## src/rtl/uart_pkg.sv

```systemverilog
// uart_pkg: shared types and default constants for the UART message blocks
package uart_pkg;
  typedef logic [7:0] uart_byte_t;
  typedef enum logic [1:0] {IDLE, COLLECT, HOLD, DISCARD} rx_msg_state_t;
  localparam uart_byte_t TERM_CHAR_DEF = 8'h0A;
  localparam uart_byte_t MATCH_CHAR_DEF = 8'h45;
endpackage

```

## src/rtl/msg_buffer.sv

```systemverilog
// msg_buffer: MAX_LEN x 8 register file, synchronous write, asynchronous read
module msg_buffer
  import uart_pkg::*;
#(
  parameter int MAX_LEN = 8
) (
  input  logic                       clk,
  input  logic                       we,
  input  logic [$clog2(MAX_LEN)-1:0] waddr,
  input  logic [7:0]                 wdata,
  input  logic [$clog2(MAX_LEN)-1:0] raddr,
  output logic [7:0]                 rdata
);
  uart_byte_t mem [MAX_LEN];
  always_ff @(posedge clk)
    if (we) mem[waddr] <= wdata;
  assign rdata = mem[raddr];
endmodule

```

## src/rtl/receive_message.sv

```systemverilog
// receive_message: assembles terminated UART messages, holds them until acknowledged
module receive_message
  import uart_pkg::*;
#(
  parameter int         MAX_LEN       = 8,
  parameter uart_byte_t TERM_CHAR     = TERM_CHAR_DEF,
  parameter uart_byte_t MATCH_CHAR    = MATCH_CHAR_DEF,
  parameter int         MESSAGE_COUNT = 3
) (
  input  logic                       clk,
  input  logic                       rstn,
  input  logic [7:0]                 rx_data,
  input  logic                       rx_valid,
  input  logic                       rx_err,
  input  logic                       msg_ack,
  input  logic [$clog2(MAX_LEN)-1:0] rd_addr,
  output logic [7:0]                 rd_data,
  output logic                       msg_valid,
  output logic [$clog2(MAX_LEN):0]   msg_len,
  output logic                       msg_match,
  output logic                       overflow,
  output logic [7:0]                 err_count
);
  localparam int AW = $clog2(MAX_LEN);
  rx_msg_state_t state, next;
  logic [AW:0]   ptr;
  logic          all_match, we, byte_in, term_in, err_in, full, ovf_set;
  logic [AW-1:0] waddr;
  assign err_in  = rx_valid && rx_err;
  assign byte_in = rx_valid && !rx_err && rx_data != TERM_CHAR;
  assign term_in = rx_valid && !rx_err && rx_data == TERM_CHAR;
  assign full    = ptr == (AW+1)'(MAX_LEN);
  always_ff @(posedge clk or negedge rstn)
    if (!rstn) state <= IDLE;
    else state <= next;
  always_comb begin
    next = state;
    unique case (state)
      IDLE:    next = byte_in ? COLLECT : term_in ? HOLD : IDLE;
      COLLECT: next = err_in || (byte_in && full) ? DISCARD : term_in ? HOLD : COLLECT;
      HOLD:    next = msg_ack ? IDLE : HOLD;
      DISCARD: next = term_in ? IDLE : DISCARD;
    endcase
  end
  always_comb begin
    we      = byte_in && (state == IDLE || (state == COLLECT && !full));
    waddr   = state == IDLE ? '0 : ptr[AW-1:0];
    ovf_set = byte_in && (state == HOLD || (state == COLLECT && full));
  end
  always_ff @(posedge clk or negedge rstn)
    if (!rstn) begin
      msg_valid <= 1'b0;
      msg_len   <= '0;
      msg_match <= 1'b0;
      overflow  <= 1'b0;
      err_count <= '0;
      ptr       <= '0;
      all_match <= 1'b0;
    end else begin
      msg_valid <= next == HOLD;
      if (we) ptr <= state == IDLE ? (AW+1)'(1) : ptr + 1'b1;
      else if (next != state && next != HOLD) ptr <= '0;
      if (we) all_match <= (state == IDLE || all_match) && rx_data == MATCH_CHAR;
      // ptr is 0 in IDLE, so an empty message naturally yields len 0 and no match
      if (state != HOLD && next == HOLD) begin
        msg_len   <= ptr;
        msg_match <= all_match && ptr == (AW+1)'(MESSAGE_COUNT);
      end else if (state == HOLD && msg_ack) msg_match <= 1'b0;
      overflow <= state == IDLE && byte_in ? 1'b0 : ovf_set ? 1'b1 : overflow;
      if (err_in && err_count != 8'hFF) err_count <= err_count + 1'b1;
    end
  msg_buffer #(.MAX_LEN(MAX_LEN)) u_buf (
    .clk  (clk),
    .we   (we),
    .waddr(waddr),
    .wdata(rx_data),
    .raddr(rd_addr),
    .rdata(rd_data)
  );
endmodule

```

## config.mk

```make
export PLATFORM = sky130hd
export DESIGN_NAME = receive_message
export DESIGN_NICKNAME = d
export VERILOG_FILES = /design/src/rtl/uart_pkg.sv /design/src/rtl/msg_buffer.sv /design/src/rtl/receive_message.sv
export SDC_FILE = /design/constraint.sdc
export NUM_CORES = 1
export LEC_CHECK = 0
export ABC_CLOCK_PERIOD_IN_PS = 6500
export BUFFER_PORTS_ARGS = -buffer_cell sky130_fd_sc_hd__buf_2
export CELL_PAD_IN_SITES_DETAIL_PLACEMENT = 0
export CELL_PAD_IN_SITES_GLOBAL_PLACEMENT = 1
export CORE_MARGIN = 1.5
export CORE_UTILIZATION = 42
export CTS_CLUSTER_SIZE = 16
export DETAILED_ROUTE_END_ITERATION = 6
export PLACE_DENSITY_LB_ADDON = 0.1
export SLEW_MARGIN = 10
export SYNTH_ARGS = -nofsm -noshare
export SYNTH_HDL_FRONTEND = slang
export SYNTH_SLANG_ARGS = --single-unit
```

## constraint.sdc

```tcl
create_clock -name clk -period 6.5 [get_ports clk]
set_input_delay 0.65 -clock clk [delete_from_list [all_inputs] [get_ports clk]]
set_output_delay 0.65 -clock clk [all_outputs]
set_load 0.05 [all_outputs]
```

==> metrics.txt, run 1 <==
Cells after Synth around 220; leak pwr about 1.5 nW; share of the synthesized area in the top cell type a little over half; CP top delay family multiplexers; Mapped Area roughly 3700 µm²; Gate power share 17.7%; Buf/Inv on CP 2; largest stage delay on the critical path around 600 ps; Slowest-stage cell, CP mux4_2; synth-to-layout area growth 14.5%; Synth cell types 48; nets 280; Initial Utilization between 40% and 50%; Worst EP arrival roughly 2200 ps; Iter 0 DRT Violations 84; DP Wirelength 4490 µm; WL met1 between 3000 and 4000 µm; switching power ~0.0004 W; worst skew pair latency approximately 350 ps; Hold WC Path Type in -> async; Via-to-Cell Ratio around 5.4; largest area contributor in the netlist edfxtp_1; top routing layer in use met4; CP startpoint kind input port; I/O pin count 39; internal power between 0.0009 and 0.001 W; r2r startpoint ptr[0]; crit path from rd_addr[0]; Post-CTS Setup Inserts 0; setup TNS 0 ps; Max-Cap Viols 0; Max VDD drop ~0.19 mV; DRC 0; vias in the first global route 2030; final instance area about 4200 µm²; Seq/Total Area, Yosys between 60 and 70%; Reg clk slew, reported paths 80 ps; initial antenna violation count 0; FF-to-FF setup slack 3690 ps; Max clock buf depth 2; Crit path required time between 5000 and 6000 ps; DIE AREA 9290 µm²; CTS tree built; overall power 0.00131 W; Pre-antenna DRT Iters 4; Antenna Nets Post-Route 0; Synth async-reset ratio around a quarter; CP dominant cell by count buf_2; syn nets between 200 and 250; minimum clock period 2840 ps; number of synthesized register bits 86; Syn Area/Cell about 17 µm²; type of destination of the critical path primary output; Worst Path Max Fanout 16; GRT overflow 0; Clock Power Share a little under a third; pin count of the biggest net entering global routing 23; largest cells by area after synthesis edfxtp_1 (52%), dfrtp_1 (15%), mux4_2 (9.8%); gpl congestion 0.706; Post-synth EDFFs 64; layout cells sized above 1 between 30% and 40%; Clock Skew between 6 and 7 ps; Horiz. Die Dim 96.4 µm; CTS Hold Bufs 0; CTS resizes 0; CP Cell Sequence buf_2 -> mux4_2 -> mux2_2 -> buf_2; met3 WL post-DR approximately 270 µm; drt total wl just under 7000 µm; Synth Flop Type edfxtp_1; Antenna Cells 0; H-tree depth 3; RSZ-0062 raised after global routing false; Reg2Reg Capture Point u_buf.mem[5][3]; core outline area between 8000 and 9000 µm²; DP Area approximately 4000 µm²; global-route wire length before repair between 10000 and 15000 µm; Final Hold Fails 0; Critical Path End rd_data[7]; Root Buffer clkbuf_8; PD cells about 310 nW/µm²; worst reg-to-reg path cell count 7; max-slew violations 0; utilization after layout about half; drt wl/cell 18.7 µm; slew margin rel. between 30% and 40%; Max Freq about 0.35 GHz; total CTS buffers 9; Switching Share between 20% and 30%; num rows 33; Worst Tran Pin Value 1020 ps; fin crit share a little over two fifths; CTS sink count 86; Seq pwr share between 50% and 60%; gr usage total between 10% and 20%; PortBufs 38; total number of vias 2000; Warnings, synthesis 0; WS Path Type in -> out; status finished, final reports clean; Setup Viol. Count Final 0; die height roughly 96 µm; stages on the worst setup path 4; met2 WL post-DR ~3500 µm
==> cell usage after synthesis (3+ instances only) <==
cell	instances
clkbuf_1	3
nand2b_1	3
o21ai_0	4
nand2_1	14
nor3b_1	3
or2b_2	3
inv_1	4
nor3_1	6
nor2_1	9
mux2_2	11
ha_1	3
xnor2_1	5
dfrtp_1	22
edfxtp_1	64
and2b_2	3
mux4_2	16
a21oi_1	3
nand3_1	7
==> flip-flops by register name, summed over array words and instances (netlist names) <==
register	flops
msg_valid	1
ptr	4
err_count	8
state	2
u_buf.mem	64
msg_len	4
overflow	1
msg_match	1
all_match	1
==> final cells by class <==
class | instances | area (µm²)
timing repair buffer | 40 | 205
multi-input combinational | 120 | 1160
inverter | 4 | 15.0
fill | 763 | 4150
sequential | 86 | 2470
tap | 105 | 131
clock buffer | 10 | 128
clock inverter | 6 | 87.6
==> kinds of logic (layout without fill, tap and decap cells) <==
| family | after synthesis | count (layout) | share of synthesized area (%) |
|---|---|---|---|
| compound gates | 23 | 23 | 5.70 |
| xor+xnor | 6 | 6 | 1.43 |
| mux | 28 | 28 | 13.5 |
| flops | 86 | 86 | 67.5 |
| simple gates | 60 | 60 | 9.49 |
| buf+inv | 12 | 60 | 1.40 |
| fa+ha+maj | 3 | 3 | 1.02 |
==> cell usage in the layout (no fill, tap or decap), types with 2 or more instances in the layout <==
cell         n
or2b_2       3
nand3_1      7
o21ai_0      4
mux4_2      16
a32oi_1      2
nand2_1     14
nand2b_1     3
nor3b_1      3
xnor2_1      5
nor2_1       9
bufinv_16    2
and2b_2      3
o21a_1       2
mux2_2      11
nor3_1       3
buf_4        2
edfxtp_1    64
nor3_2       3
a21oi_1      3
nand3b_1     2
ha_1         3
clkinvlp_4   3
dfrtp_1     22
inv_1        4
clkbuf_8     9
buf_2       38
==> metrics by stage <==
stage | cells | setup WS (ps) | hold WS, ps
after global routing | 371 | 3420 | 303
after floorplan | 218 | 3770 | 354
after global placement | 355 | 3590 | 460
final | 371 | 3660 | 263
after CTS | 371 | 3630 | 281
after detailed placement | 355 | 3630 | 472
==> power groups by stage <==
stage | Combinational (W) | Clock, W | Sequential (W)
6_report | 0.000232 | 0.000404 | 0.000676
5_1_grt | 0.000252 | 0.000433 | 0.000684
4_1_cts | 0.000235 | 0.000413 | 0.000675
3_5_place_dp | 0.000234 | 0 | 0.000688
3_3_place_gp | 0.000232 | 0 | 0.000689
2_1_floorplan | 0.000126 | 0 | 0.000732
==> per-layer routing <==
metal / up-vias / GRT usage [%]
met1: 1009 / 21.4
met5: - / 0
met4: 0 / 5.07
met3: 6 / 3.68
met2: 45 / 29.0
li1: 940 / -
==> how the worst min path moves through the flow <==
stage | endpoint | slack (ps) | depth (start not counted)
after floorplan | all_match | 350 | 0
after global placement | msg_len[1] | 460 | 2
after detailed placement | msg_len[0] | 470 | 2
after CTS | msg_len[2] | 280 | 1
after global routing | err_count[5] | 300 | 1
final | err_count[7] | 260 | 1
Power figures use the tool's default switching activity.
==> inputs of run 2 (changes only) <==
Settings changed: ABC_CLOCK_PERIOD_IN_PS 6500 to 2800.
Clock period 6.5 ns to 2.8 ns, I/O delays scaled along.
==> metrics.txt, run 2 (synthesized netlist as in run 1, its figures left out) <==
Clock Power Share roughly 28%; vias in the first global route around 2100; Initial Utilization a little over two fifths; synth-to-layout area growth 15.9%; num rows 33; status finished, final reports clean; total number of vias just over 2000; worst reg-to-reg path cell count 5; DP Area approximately 4000 µm²; largest reg by FF count u_buf.mem; fin crit share 83.1%; Clock Skew ~7.8 ps; nets ~300; Max clock buf depth 2; drt total wl approximately 7000 µm; Max-Cap Viols 0; Filler Cell Count between 700 and 800; drt wl/cell between 15 and 20 µm; Iter 0 DRT Violations between 60 and 70; final instance area ~4200 µm²; layout cells sized above 1 approximately 38%; CTS tree built; CP startpoint kind flip-flop; switching power between 0.0009 and 0.001 W; initial antenna violation count 0; die height between 90 and 100 µm; PortBufs 38; slew margin rel. between 40% and 50%; Max Freq around 0.43 GHz; Antenna Cells 0; DP Wirelength ~4700 µm; RSZ-0062 raised after global routing false; Via-to-Cell Ratio between 5 and 6; Reg2Reg Capture Point u_buf.mem[0][2]; global-route wire length before repair 11200 µm; worst skew pair latency ~350 ps; Setup Viol. Count Final 0; Min-Delay Endpoint msg_valid; Crit path required time approximately 2800 ps; Horiz. Die Dim just under 100 µm; commonest non-fill, non-tap cell in the layout edfxtp_1; core outline area between 8000 and 9000 µm²; Largest regs u_buf.mem: 64 flops, err_count: 8 flops; CTS sink count 86; Worst Path Max Fanout 8; Hold WC Path Type in -> reg; internal power 0.00208 W; PD cells approximately 700 nW/µm²; GRT overflow 0; Seq pwr share ~51%; Pre-antenna DRT Iters 4; I/O pin count 39; Worst EP arrival around 2300 ps; max reg flops 64; hold depth 2; utilization after layout between 50 and 60%; DRC 0; minimum clock period around 2300 ps; setup TNS 0 ps; DIE AREA 9290 µm²; Worst Tran Pin Value 865 ps; Max VDD drop ~0.46 mV; hold path startpoint msg_ack; max-slew violations 0; most frequent cells in the layout edfxtp_1 (64), buf_2 (38), dfrtp_1 (22); type of destination of the critical path flip-flop; FF-to-FF setup slack 470 ps; Root Buffer clkbuf_8; total CTS buffers 9; pin count of the biggest net entering global routing 23; gpl congestion around 0.75; Switching Share 30.3%; gr usage total between 10% and 20%; leak pwr 1.55 nW; Final Hold Fails 0; H-tree depth 3; Antenna Nets Post-Route 0; Reg clk slew, reported paths 80 ps; WS Path Type reg -> reg; Gate power share between 20% and 30%; CTS resizes 0; r2r startpoint state[1]
[run 2: worst max path at each step]
stage	start	endpoint	slack, ps	cells past startpoint
2_1_floorplan	ptr[0]	u_buf.mem[2][0]	410	7
3_3_place_gp	state[1]	u_buf.mem[0][3]	430	5
3_5_place_dp	state[1]	u_buf.mem[0][3]	450	5
4_1_cts	state[1]	u_buf.mem[0][2]	430	5
5_1_grt	state[1]	u_buf.mem[0][2]	300	5
6_report	state[1]	u_buf.mem[0][2]	470	5
[run 2: power by group through the flow]
stage,logic [W],registers [W],clock network [W]
detailed placement,0.000604,0.00156,0
CTS,0.000608,0.00153,0.000874
global placement,0.000606,0.00156,0
finish,0.000603,0.00153,0.000850
global route,0.000650,0.00154,0.000920
floorplan,0.000292,0.00170,0
[run 2: per-layer routing]
metal	vias to the layer above	track usage (%)	routed length [µm]
met5	-	0	0
met4	0	8.09	119
met3	11	3.13	278
met2	50	26.7	3380
met1	1016	22.6	3230
li1	963	-	-
[run 2: per-stage QoR]
step / cells / worst slack [ps] / power (W) / hold WS [ps]
final: 383 / 474 / 0.00298 / 125
after global routing: 383 / 303 / 0.00312 / 136
after CTS: 383 / 426 / 0.00301 / 113
after detailed placement: 366 / 446 / 0.00216 / 287
after global placement: 366 / 434 / 0.00216 / 286
after floorplan: 218 / 406 / 0.00199 / -15.6
[run 2: repair_timing]
action,in CTS,in global routing
hold endpoints to repair,22,0
setup buffers,0,0
hold buffers,1,0
[run 2: worst max-delay path, cell delays in order (launching register included)]
cell and delay [ps]:
dfrtp_1 480, and2b_2 290, and2b_2 180, nand2_1 120, a21o_1 210, nor2_1 680
[run 2: cell type report]
type                            instances  area, µm²  share of cell area, %
Timing Repair Buffer                   52        298                   7.01
Clock buffer                           11        131                   3.09
Tap cell                              105        131                   3.09
Inverter                                4       15.0                  0.353
Multi-Input combinational cell        120       1140                   26.9
Clock inverter                          5       58.8                   1.38
Sequential cell                        86       2470                   58.2
